<file path="src/rtl/hazard_ctrl.sv">
// Stall/flush control for the 5-stage pipeline plus the mult/div busy sequencer.
// Hazard outputs are combinational in the decode cycle; md_done is a registered pulse.
module hazard_ctrl #(
  parameter int MULT_CYCLES = 5,
  parameter int DIV_CYCLES  = 10
) (
  input  logic       clk,
  input  logic       rst,
  input  logic [4:0] rsD,
  input  logic [4:0] rtD,
  input  logic       usersD,
  input  logic       usertD,
  input  logic       branchD,
  input  logic       branch_takenD,
  input  logic       mdopD,
  input  logic       regwriteE,
  input  logic       memtoregE,
  input  logic [4:0] writeregE,
  input  logic       memtoregM,
  input  logic [4:0] writeregM,
  input  logic       mdstartE,
  input  logic       mdisdivE,
  output logic       stallF,
  output logic       stallD,
  output logic       flushD,
  output logic       clearE,
  output logic       md_busy,
  output logic       md_done
);

  typedef enum logic {IDLE, BUSY} md_state_e;

  localparam logic [7:0] MULT_LAST = 8'(MULT_CYCLES - 1);
  localparam logic [7:0] DIV_LAST  = 8'(DIV_CYCLES - 1);

  md_state_e  state_q, state_d;
  logic [7:0] cnt_q, cnt_d;
  logic       done_q, done_d;

  logic rs_hitE, rt_hitE, rs_hitM, rt_hitM;
  logic lwstall, brstall, mdstall, stall, busy;

  // Register 0 is hardwired, so it never forms a dependency.
  assign rs_hitE = usersD && (rsD != 5'd0) && (rsD == writeregE);
  assign rt_hitE = usertD && (rtD != 5'd0) && (rtD == writeregE);
  assign rs_hitM = usersD && (rsD != 5'd0) && (rsD == writeregM);
  assign rt_hitM = usertD && (rtD != 5'd0) && (rtD == writeregM);

  assign busy    = (state_q == BUSY);
  assign lwstall = memtoregE && (rs_hitE || rt_hitE);
  assign brstall = branchD && ((regwriteE && (rs_hitE || rt_hitE)) ||
                               (memtoregM && (rs_hitM || rt_hitM)));
  assign mdstall = mdopD && (busy || mdstartE);
  assign stall   = lwstall || brstall || mdstall;

  // Reset squashes both front registers and keeps the PC free to reload.
  assign stallF  = stall && !rst;
  assign stallD  = stall && !rst;
  assign clearE  = stall || rst;
  assign flushD  = (branch_takenD && !stall) || rst;
  assign md_busy = busy && !rst;
  assign md_done = done_q;

  always_comb begin
    state_d = state_q;
    cnt_d   = cnt_q;
    done_d  = 1'b0;
    case (state_q)
      IDLE: begin
        if (mdstartE) begin
          state_d = BUSY;
          cnt_d   = mdisdivE ? DIV_LAST : MULT_LAST;
        end
      end
      BUSY: begin
        // A start seen here is an illegal overlap and is deliberately dropped.
        if (cnt_q != 8'd0) begin
          cnt_d = cnt_q - 8'd1;
        end else begin
          state_d = IDLE;
          done_d  = 1'b1;
        end
      end
      default: state_d = IDLE;
    endcase
  end

  always_ff @(posedge clk) begin
    if (rst) begin
      state_q <= IDLE;
      cnt_q   <= 8'd0;
      done_q  <= 1'b0;
    end else begin
      state_q <= state_d;
      cnt_q   <= cnt_d;
      done_q  <= done_d;
    end
  end

endmodule

</file>
<file path="config.mk">
export PLATFORM = sky130hd
export DESIGN_NAME = hazard_ctrl
export DESIGN_NICKNAME = d
export VERILOG_FILES = /design/src/rtl/hazard_ctrl.sv
export SDC_FILE = /design/constraint.sdc
export NUM_CORES = 1
export LEC_CHECK = 0
export BUFFER_PORTS_ARGS = -buffer_cell sky130_fd_sc_hd__buf_2
export CAP_MARGIN = 20
export CORE_MARGIN = 10
export CORE_UTILIZATION = 40
export CTS_CLUSTER_SIZE = 12
export DETAILED_ROUTE_END_ITERATION = 10
export GPL_TIMING_DRIVEN = 0
export PLACE_DENSITY = 0.73
export SLEW_MARGIN = 15
export SYNTH_ARGS = -nofsm -noshare
export SYNTH_HDL_FRONTEND = slang
export SYNTH_SLANG_ARGS = --single-unit
export TNS_END_PERCENT = 30
</file>
<file path="constraint.sdc">
create_clock -name clk -period 1.6 [get_ports clk]
set_input_delay 0.08 -clock clk [delete_from_list [all_inputs] [get_ports clk]]
set_output_delay 0.08 -clock clk [all_outputs]
set_load 0.01 [all_outputs]
</file>
# Word level (Yosys, flattened, before mapping)
# Index checks and enable logic that the tools add are counted.
op_classes:
  add_sub_neg: 1
  n_eq_ne: 6
  muxes: 8
  bitwise_logic: 1
  n_reduce_logical: 29
ops:
  columns: ["op", "n"]
  rows:
  - ["equality test 5 bit", 4]
  - ["two-way mux 8 bit", 2]
  - ["one-hot mux 8 bit (2 select lines)", 1]
  - ["logical AND 1 bit", 14]
  - ["nonzero test 5 bit", 2]
  - ["logical OR 1 bit", 8]
  - ["nonzero test 8 bit", 1]
  - ["subtractor 8 x 1 -> 8 bit, second input constant", 1]
  - ["two-way mux 4 bit", 1]
  - ["two-way mux 1 bit", 3]
  - ["zero test 1 bit", 2]
  - ["!= test 2 x 1 -> 1 bit, second input constant", 1]
  - ["!= test 2 bit, second input constant", 1]
  - ["one-hot mux 1 bit (2 select lines)", 1]
  - ["AND reduction 2 bit", 1]
  - ["OR reduction 2 bit", 1]
  - ["inverter 1 bit", 1]
totals:
  regBits: 10
  in_bits: 32
  output_inout_bits: 6
  word_cells: 48

# Depth between registers and ports, before layout
# Gate-level depths: netlist of the first run.
depth:
  ltp_word: 12
  depth_mapped: 6
  mapped_depth_nobuf: 6

# Worst setup path after synthesis of the first run
# No wires, ideal clock.
synth_timing:
  path_kind: "register to register"
  start: "register cnt_q[3]"
  end: "register cnt_q[2]"
  setup_time_ns: 0.134
  arrival_time_ns: 1.299
  required_time_ns: 1.466
  slack_ns: 0.167
  stages_incl_launch_ff: 6
  path_buffers: 0
  synth_period_minus_slack_ns: 1.433
  path_cell_list: "dfxtp_1 > nor4_4 > nand3_1 > and2_4 > a221oi_2 > a211oi_1"
synth_between:
  elab_chain_len: 3
synth_lines:
  columns: ["element", "line_no", "text"]
  rows:
  - ["start, declared", "37", "logic [7:0] cnt_q, cnt_d;"]
  - ["start signal, assigned", "95", "cnt_q <= cnt_d;"]
  - ["nonzero test 8 bit", "77", "if (cnt_q != 8'd0) begin"]
  - ["!= test 2 x 1 -> 1 bit (no source line)", null, null]
  - ["AND reduction 2 bit (no source line)", null, null]
# Every way passes these cells.
# A chain may end at the register's enable or synchronous reset.

# Worst setup path after layout of the first run
layout_timing:
  start: "input port writeregE[1]"
  end: "output port stallF"
layout_between:
  elab_chain_len: 9
  elab_cells_between_ends: 12
  classes_between: "2 x eq/ne; 10 x reduce/logical"
layout_lines:
  columns: ["element", "line_no", "text"]
  rows:
  - ["start, declared", "18", "input logic [4:0] writeregE,"]
  - ["equality test 5 bit, on equally long branches", "44, 45", null]
  - ["logical AND 1 bit, on equally long branches", "44, 45", null]
  - ["logical OR 1 bit (*)", "50, 51", null]
  - ["logical AND 1 bit", "51", "assign brstall = branchD && ((regwriteE && (rs_hitE || rt_hitE)) ||"]
  - ["logical OR 1 bit", "51", null]
  - ["logical AND 1 bit", "51", null]
  - ["logical OR 1 bit (*) (2 in a row)", "54", "assign stall = lwstall || brstall || mdstall;"]
  - ["logical AND 1 bit (*)", "57", "assign stallF = stall && !rst;"]
  - ["end, declared", "23", "output logic stallF,"]
# Mark *: on every way between the ends. The rest lies on a longest branch, timed or not.

==> reports/results.tsv, run 1 <==
metric	value	unit
status	finished, final reports clean	
ys_ff_latch	10	
crit_buf_inv	3	
critical_path_class	in -> out	
maxSlewHeadroom	68.98	%
synth.area.top_cells	dfxtp_1 (24%), xor2_1 (23%), nor2_1 (5.0%)	
muxShareOfSynthArea	0	%
wl_per_cell	13.80	um
crit_path_start_kind	primary input	
hold_start	mdisdivE	
nets	175	
hold_viol	0	
drc	0	
synth_simple_gate_area_share	28.57	%
htreeDepth	1	
core_area	1962	um^2
crit_chain	buf_2 > xor2_1 > nor4_1 > a22oi_1 > o221ai_2 > nor2b_4 > buf_4 > buf_6	
grt_pass1_vias	849	
crit_fanout	3	
cp_top_family	simple AND/OR/NAND/NOR gates	
syn_avg_cell_area	8.490	um^2
ir_drop	0.7062	mV
synthCells	98	
setup_viol	0	
ios	38	
hpwl	1898	um
finalPower	951.1	uW
fin_skew	0.4348	ps
synth-compound-area-share	16.39	%
cp-end-kind	output pin	
finalInstanceArea	1122	um^2
cts_tree	yes	
start_util	42.41	%
synth_top_area_share	24.06	%
cts_buffers	3	
avgViaCountPerCell	5.054	
antenna_found_initial	0	
syn-cell-area	832.0	um^2
critPathSlowestCell	nor4_1	
dr.pass1.iters	4	
critPathArrivalTime	1460	ps
antenna_left	0	
die_w	65.61	um
fin_crit	1535	ps
synthAdderAreaFrac	3.008	%
final_core_util	57.21	%
post-place-ws	-14.87	ps
cts_buffer_depth	2	
post-place-cells	162	
final_cell_mix	buf_2 (36), xor2_1 (22), nor2_1 (11), dfxtp_1 (8), nand2_1 (4)	
seq_area_frac_synth	24.06	%
holdPathStages	2	
rr_worst_depth	5	
tightest_slew	465.2	ps
hold_class	in -> reg	
clkLatencyLatePin	260	ps
drive_gt1_share	40.29	%
io_buffers	37	
crit_required	1520	ps
finalNonFillerCells	166	
fmax	651.4	MHz
dieArea	4305	um^2
netlist-cell-type-count	34	
setup_slack	64.92	ps
grt_max_degree	11	
cts_sinks	10	
r2r-start	cnt_q[6]	
cts_root_buf	clkbuf_4	
clk_pin_slew_worst_paths	60	ps
fillCellCount	210	
synth_top_family_by_area	simple AND/OR/NAND/NOR gates	
yosys_warnings	0	
grt_pass1_wl	3719	um
power.leakage	0.4980	nW
placed_area	1051	um^2
setup_tns	0	ps
drt_iter0_drc	25	
vias	839	
holdWs	36.52	ps
final-max-slew-violation-count	0	
routed_wirelength	2290	um
fp.dieH	65.61	um
slowest_delay	310	ps
rsz0062_at_grt	false	
synth_top_area_cell	dfxtp_1	
ctsHoldBuffers	0	
drv_cap	0	
fin_crit_sh	95.94	%
gp_congestion	0.7928	
rows	16	
syn_nets	132	
power.density	847.4	nW/um^2
grt_use_total	10.73	%
synth_xor_xnor_area_share	25.26	%
area_growth	34.89	%
grt.overflow.total	0	
diodes	0	
r2r_slack	110	ps
hold_end	cnt_q[2]	
r2r-end	cnt_q[2]	
layout_commonest_cell	buf_2	
## cell usage after synthesis
cell and number:
nand2_1 4, o21ai_1 2, a22oi_1 3, a211o_1 1
or2_1 1, clkbuf_1 1, o21ai_0 1, a221oi_2 1
xor2_1 22, or2_2 1, o21bai_1 1, a211oi_1 1
buf_4 1, nor2b_1 4, a41o_4 1, and2_4 1
and3_1 1, nor4_4 1, nor3_1 2, or4_1 2
a21oi_1 3, nor4_1 4, nand2b_1 2, inv_1 3
dfxtp_1 10, o221ai_1 1, a31oi_1 1, nor4b_2 1
nand3_1 3, nor3b_1 2, xnor2_1 2, a41oi_1 1
nor2_1 11, ha_1 2
## state kept, by name, indices dropped and copies added, names as in the netlist
name	cells
cnt_q	8
busy	1
md_done	1
## metal layers
metal  vias up  share of wire (%)  global-route usage (%)
li1        429                  -                       -
met1       383                 40                   11.11
met2        25                 50                   18.78
met3         2                9.3                   5.085
met4         0               0.61                   3.209
met5         -                  0                       0
## final cells by class
cell class                 count  area [um^2]  area share (%)
buffer                         2        11.26           1.003
clock buffer                   3        22.52           2.007
inverter                       3        11.26           1.003
multi-input combinational     83        641.9           57.19
sequential                    10        202.7           18.06
tap                           27        33.78           3.010
timing repair buffer          38        198.9           17.73
## worst max path at each step
stage                       startpoint        to  depth (start not counted)
after global placement          rsD[0]    stallF                          8
after CTS                     cnt_q[3]  cnt_q[2]                          5
after floorplan               cnt_q[3]  cnt_q[2]                          5
after global routing      writeregE[1]    stallF                          8
final                     writeregE[1]    stallF                          8
after detailed placement        rsD[3]    stallF                          8
## kinds of logic (layout without fill, tap and decap cells)
family                   after synthesis  count (layout)
AND/OR/NAND/NOR                       40              40
XOR/XNOR                              24              24
AO/OA/AOI/OAI                         17              17
flip-flops                            10              10
buffers and inverters                  5              46
adder cells (fa/ha/maj)                2               2
## power by group
group          leakage [nW]  switching (mW)  internal [mW]
Clock                0.0138          0.0757         0.0863
Combinational         0.401           0.217          0.222
Sequential           0.0831          0.0555          0.295
Total                 0.498           0.348          0.603
## repair_timing
| item | 4_1_cts | 5_1_grt |
|---|---|---|
| pin swaps | 0 | 6 |
| gates cloned | 0 | 0 |
| gates resized for setup | 1 | 10 |
| setup buffers | 0 | 1 |
| endpoints found under the setup margin | 1 | 7 |
(Power assumes the default switching activity.)
==> run 2, diff against run 1 <==
ABC_AREA = 1   (was unset)
CORE_UTILIZATION = 46   (was 40)
PLACE_DENSITY = 0.81   (was 0.73)
==> reports/results.tsv, run 2 <==
metric	value	unit	change
status	finished, final reports clean		
diodes	0		unchanged
fp.dieH	63.85	um	-2.7%
drc	0		unchanged
crit_path_start_kind	flip-flop		
setup_tns	0	ps	unchanged
fmax	677.8	MHz	+4.1%
final-max-slew-violation-count	0		unchanged
cts_root_buf	clkbuf_4		
cts_buffers	3		unchanged
syn_nets	165		+25%
synth_simple_gate_area_share	36.78	%	+8.2 points
cts_buffer_depth	2		unchanged
hold_class	in -> reg		
cp-end-kind	output pin		
synthCells	131		+34%
cts_tree	yes		
yosys-top-cells-count	nand2_1 (26), nor2_1 (21), xor2_1 (13)		
synth_top_area_cell	dfxtp_1		
synth_edf_count	0		unchanged
hpwl	2011	um	+6.0%
syn-cell-area	884.6	um^2	+6.3%
fin_crit_sh	92.21	%	-3.7 points
fin_crit	1475	ps	-59.76 ps
netlist-cell-type-count	28		-18%
largest_register_ffs	8		unchanged
io_buffers	37		unchanged
rows	15		-1
muxShareOfSynthArea	0	%	unchanged
drt_iter0_drc	50		+100%
synth-compound-area-share	7.355	%	-9.0 points
routed_wirelength	2427	um	+6.0%
yosys_warnings	0		unchanged
ir_drop	0.5048	mV	-29%
ys_ff_latch	10		unchanged
dieArea	4077	um^2	-5.3%
ios	38		unchanged
synth_top_area_share	22.63	%	-1.4 points
final_core_util	64.77	%	+7.6 points
seq_area_frac_synth	22.63	%	-1.4 points
htreeDepth	1		unchanged
ys.flop_type	dfxtp_1		
power.leakage	0.5935	nW	+19%
setup_viol	0		unchanged
layout_commonest_cell	buf_2		
critical_path_class	reg -> out		
grt_max_degree	8		-3
wl_per_cell	12.20	um	-12%
drive_gt1_share	31.03	%	-9.3 points
hold_viol	0		unchanged
die_w	63.85	um	-2.7%
gp_congestion	0.9136		+15%
yosysMostFrequentCell	nand2_1		
critPathArrivalTime	1400	ps	-60 ps
finalPower	918.6	uW	-3.4%
clk_pin_slew_worst_paths	60	ps	about the same
drv_cap	0		unchanged
nets	210		+20%
synth.area.top_cells	dfxtp_1 (23%), xor2_1 (13%), nand2_1 (11%)		
antenna_left	0		unchanged
grt_pass1_vias	901		+6.1%
ctsHoldBuffers	0		unchanged
crit_required	1520	ps	about the same
antenna_found_initial	0		unchanged
fin_skew	1.483	ps	+1.048 ps
crit_fanout	5		+2
rsz0062_at_grt	false		
tightest_slew	259.6	ps	-205.6 ps
maxSlewHeadroom	82.60	%	+14 points
power.density	795.4	nW/um^2	-6.1%
area_growth	30.55	%	
syn_avg_cell_area	6.753	um^2	-20%
grt_use_total	11.47	%	+0.74 points
synth_top_family_by_area	simple AND/OR/NAND/NOR gates		
dr.pass1.iters	4		unchanged
cts_sinks	10		unchanged
start_util	49.61	%	+7.2 points
grt.overflow.total	0		unchanged
grt_pass1_wl	3850	um	+3.5%
final_cell_mix	buf_2 (37), nand2_1 (25), nor2_1 (21), xor2_1 (13), inv_1 (12)		
clkLatencyLatePin	260	ps	about the same
top_register	cnt_q		
synthArstFlopShare	0	%	unchanged
synthAdderAreaFrac	2.829	%	-0.18 points
synth_xor_xnor_area_share	23.76	%	-1.5 points
vias	966		+15%
avgViaCountPerCell	4.854		-4.0%
core_area	1783	um^2	-9.1%
==> run 2: changes by cell type after synthesis, moves of 3 or more <==
cell     previous run  this run
nor2b_1             4         0
nor2_1             11        21
inv_1               3        12
nor4_1              4         0
nand3_1             3         9
nand2_1             4        26
a22oi_1             3         0
xnor2_1             2        11
xor2_1             22        13
==> run 2: final timing paths <==
kind	start	end	slack, ps	cells after the start
setup / recovery	busy	stallF	120	7
hold / removal	rst	busy	60	2
setup reg to reg	cnt_q[0]	cnt_q[3]	250	8
hold reg to reg	cnt_q[1]	cnt_q[1]	500	2
==> run 2: what timing repair did <==
item / in CTS / in global routing
resized for setup: 0 / 4
endpoints found under the hold margin: 0 / 0
buffers inserted: 0 / 3
setup endpoints to repair: 0 / 1
==> run 2: metrics by stage <==
step	instance area [um^2]	std cells	hold slack (ps)	setup WS (ps)
CTS	1124	196	64.09	17.15
floorplan	884.6	131	149.1	369.0
global placement	1101	193	334.3	285.2
detailed placement	1101	193	348.1	260.0
finish	1155	199	62.99	124.7
global route	1155	199	65.63	51.13
==> run 2: power by group <==
part	switching [mW]	internal, mW
Sequential	0.0371	0.287
Clock	0.0807	0.0867
Combinational	0.230	0.197
Total	0.348	0.571
==> run 2: cell type report <==
| type | instances | area [um^2] |
|---|---|---|
| flip-flops and latches | 10 | 203.9 |
| clock buffers | 3 | 22.52 |
| well taps | 25 | 31.28 |
| multi-input cells | 107 | 630.6 |
| plain buffers | 1 | 7.507 |
| repair buffers | 40 | 207.7 |
| inverters | 13 | 51.30 |
| fillers | 153 | 628.1 |
==> run 2: worst max-delay path, cell delays in order, from the launching register on <==
cell	delay [ps]
dfxtp_4	350
or2_4	250
nand2_2	90
nand3_1	80
nand2_1	60
inv_1	60
buf_4	130
buf_2	130
==> run 2: cell families after synthesis <==
logic type | Yosys count
flops | 10
buf+inv | 14
fa+ha+maj | 2
compound gates | 11
simple gates | 70
xor+xnor | 24
==> run 2: layer usage <==
| metal | wire length [um] | GRT usage, % |
|---|---|---|
| met3 | 165 | 5.052 |
| met4 | 40 | 5.464 |
| met5 | 0 | 0 |
| met1 | 1040 | 12.28 |
| met2 | 1180 | 18.91 |
==> run 3, diff against run 2 <==
clock period = 1.37 ns   (was 1.6 ns; I/O delays follow)
==> reports/results.tsv, run 3 (synthesized netlist as in run 2, its figures left out) <==
metric	value	unit	change
drc	0		unchanged
fmax	771.8	MHz	
cp_top_family	simple AND/OR/NAND/NOR gates		
setup_viol	0		unchanged
antenna_found_initial	0		unchanged
diodes	0		unchanged
nets	207		-1.4%
final-max-slew-violation-count	0		unchanged
core_area	1783	um^2	unchanged
largest_register_ffs	8		unchanged
cts_buffers	3		unchanged
finalNonFillerCells	196		-1.5%
maxSlewHeadroom	82.55	%	about the same
fillCellCount	152		-0.65%
grt.overflow.total	0		unchanged
hpwl	2011	um	unchanged
ir_drop	0.5904	mV	+17%
crit_buf_inv	2		-1
fp.dieH	63.85	um	unchanged
fin_crit	1296	ps	
power.density	932.2	nW/um^2	+17%
dr.pass1.iters	4		unchanged
routed_wirelength	2433	um	+0.25%
cts_tree	yes		
antenna_left	0		unchanged
critical_path_class	reg -> reg		
top_register	cnt_q		
crit_path_start_kind	flip-flop		
slowest_delay	350	ps	about the same
hold_class	in -> reg		
area_growth	30.13	%	
status	finished, final reports clean		
dieArea	4077	um^2	unchanged
startpoint	cnt_q[0]		
htreeDepth	1		unchanged
die_w	63.85	um	unchanged
hold_viol	0		unchanged
wl_per_cell	12.41	um	+1.8%
avgViaCountPerCell	4.837		-0.36%
drt_iter0_drc	47		-6.0%
clk_pin_slew_worst_paths	60	ps	about the same
setup_tns	0	ps	unchanged
ctsHoldBuffers	0		unchanged
final_cell_mix	buf_2 (36), nand2_1 (25), nor2_1 (21), xor2_1 (13), xnor2_1 (11)		
cts_buffer_depth	2		unchanged
grt_max_degree	8		unchanged
vias	948		-1.9%
cp-end-kind	flip-flop		
fin_crit_sh	94.57	%	
fin_skew	2.171	ps	+0.6887 ps
power.leakage	0.5869	nW	-1.1%
start_util	49.61	%	unchanged
crit_fanout	7		+2
critPathArrivalTime	1450	ps	+50 ps
post-place-cells	193		unchanged
grt_pass1_vias	924		+2.6%
cts_root_buf	clkbuf_4		
layout_commonest_cell	buf_2		
tightest_slew	260.3	ps	+0.6729 ps
gp_congestion	0.9136		unchanged
hold_start	rst		
clkLatencyLatePin	270	ps	about the same
drive_gt1_share	32.75	%	+1.7 points
critPathSlowestCell	dfxtp_2		
final_core_util	64.56	%	-0.21 points
crit_chain	inv_2 > ha_1 > nand4_2 > nand2_2 > nand2_4 > inv_4 > a211oi_1 > nor2_1		
placed_area	1101	um^2	unchanged
r2r-start	cnt_q[0]		
cts_sinks	10		unchanged
drv_cap	0		unchanged
crit_required	1530	ps	about the same
grt_use_total	11.89	%	+0.42 points
rows	15		unchanged
ios	38		unchanged
io_buffers	37		unchanged
grt_pass1_wl	3981	um	+3.4%
finalInstanceArea	1151	um^2	-0.33%
finalPower	1.073	mW	+17%
-- run 3: cell count changes in the layout (fill, tap and decap cells not counted), moves of 2 or more --
cell     change
inv_2        +2
dfxtp_1      -2
buf_4        -3
inv_1        -2
dfxtp_2      +2
-- run 3: path summary, 6_finish.rpt --
| check | to | slack [ps] | cells after the start |
|---|---|---|---|
| max | cnt_q[3] | 70 | 8 |
| min reg2reg | cnt_q[1] | 480 | 2 |
| min | cnt_q[1] | 50 | 2 |
| max reg2reg | cnt_q[3] | 70 | 8 |
-- run 3: layout make-up --
type	count	area [um^2]	share of cell area [%]
repair buffers	38	198.9	17.28
well taps	25	31.28	2.717
multi-input cells	107	640.6	55.65
flip-flops and latches	10	206.4	17.93
clock buffers	3	22.52	1.957
inverters	13	51.30	4.457
-- run 3: timing repair --
action                                  4_1_cts  5_1_grt
resized for setup                             7        4
buffers inserted                              2        0
pin swaps                                     3        2
endpoints found under the setup margin        4        9
-- run 3: worst register-to-register path: cells and delay by family (launching register included) --
family | cells | cell delay [ps]
and+or+nand+nor | 4 | 360
DFF | 1 | 350
AOI/OAI and AO/OA | 1 | 180
buffers and inverters | 2 | 110
adders and majority gates | 1 | 200
-- run 3: per-layer routing --
metal / GRT usage, % / part of all wire (%)
met5: 0 / 0
met1: 12.28 / 43
met3: 5.226 / 7.2
met4: 5.464 / 1.6
met2: 20.27 / 48
-- run 3: through the flow --
stage | hold WS (ps) | setup WS (ps)
after global routing | 54.09 | -26.46
after CTS | 48.07 | 7.809
final | 49.66 | 74.35
after detailed placement | 336.6 | 29.97
after floorplan | 137.6 | 139.0
after global placement | 322.8 | 55.15
-- run 3: power breakdown --
group	switching (mW)	leakage [nW]	internal [mW]	total (mW)
Combinational	0.271	0.490	0.227	0.498
Sequential	0.0418	0.0834	0.337	0.379
Clock	0.0953	0.0138	0.101	0.197
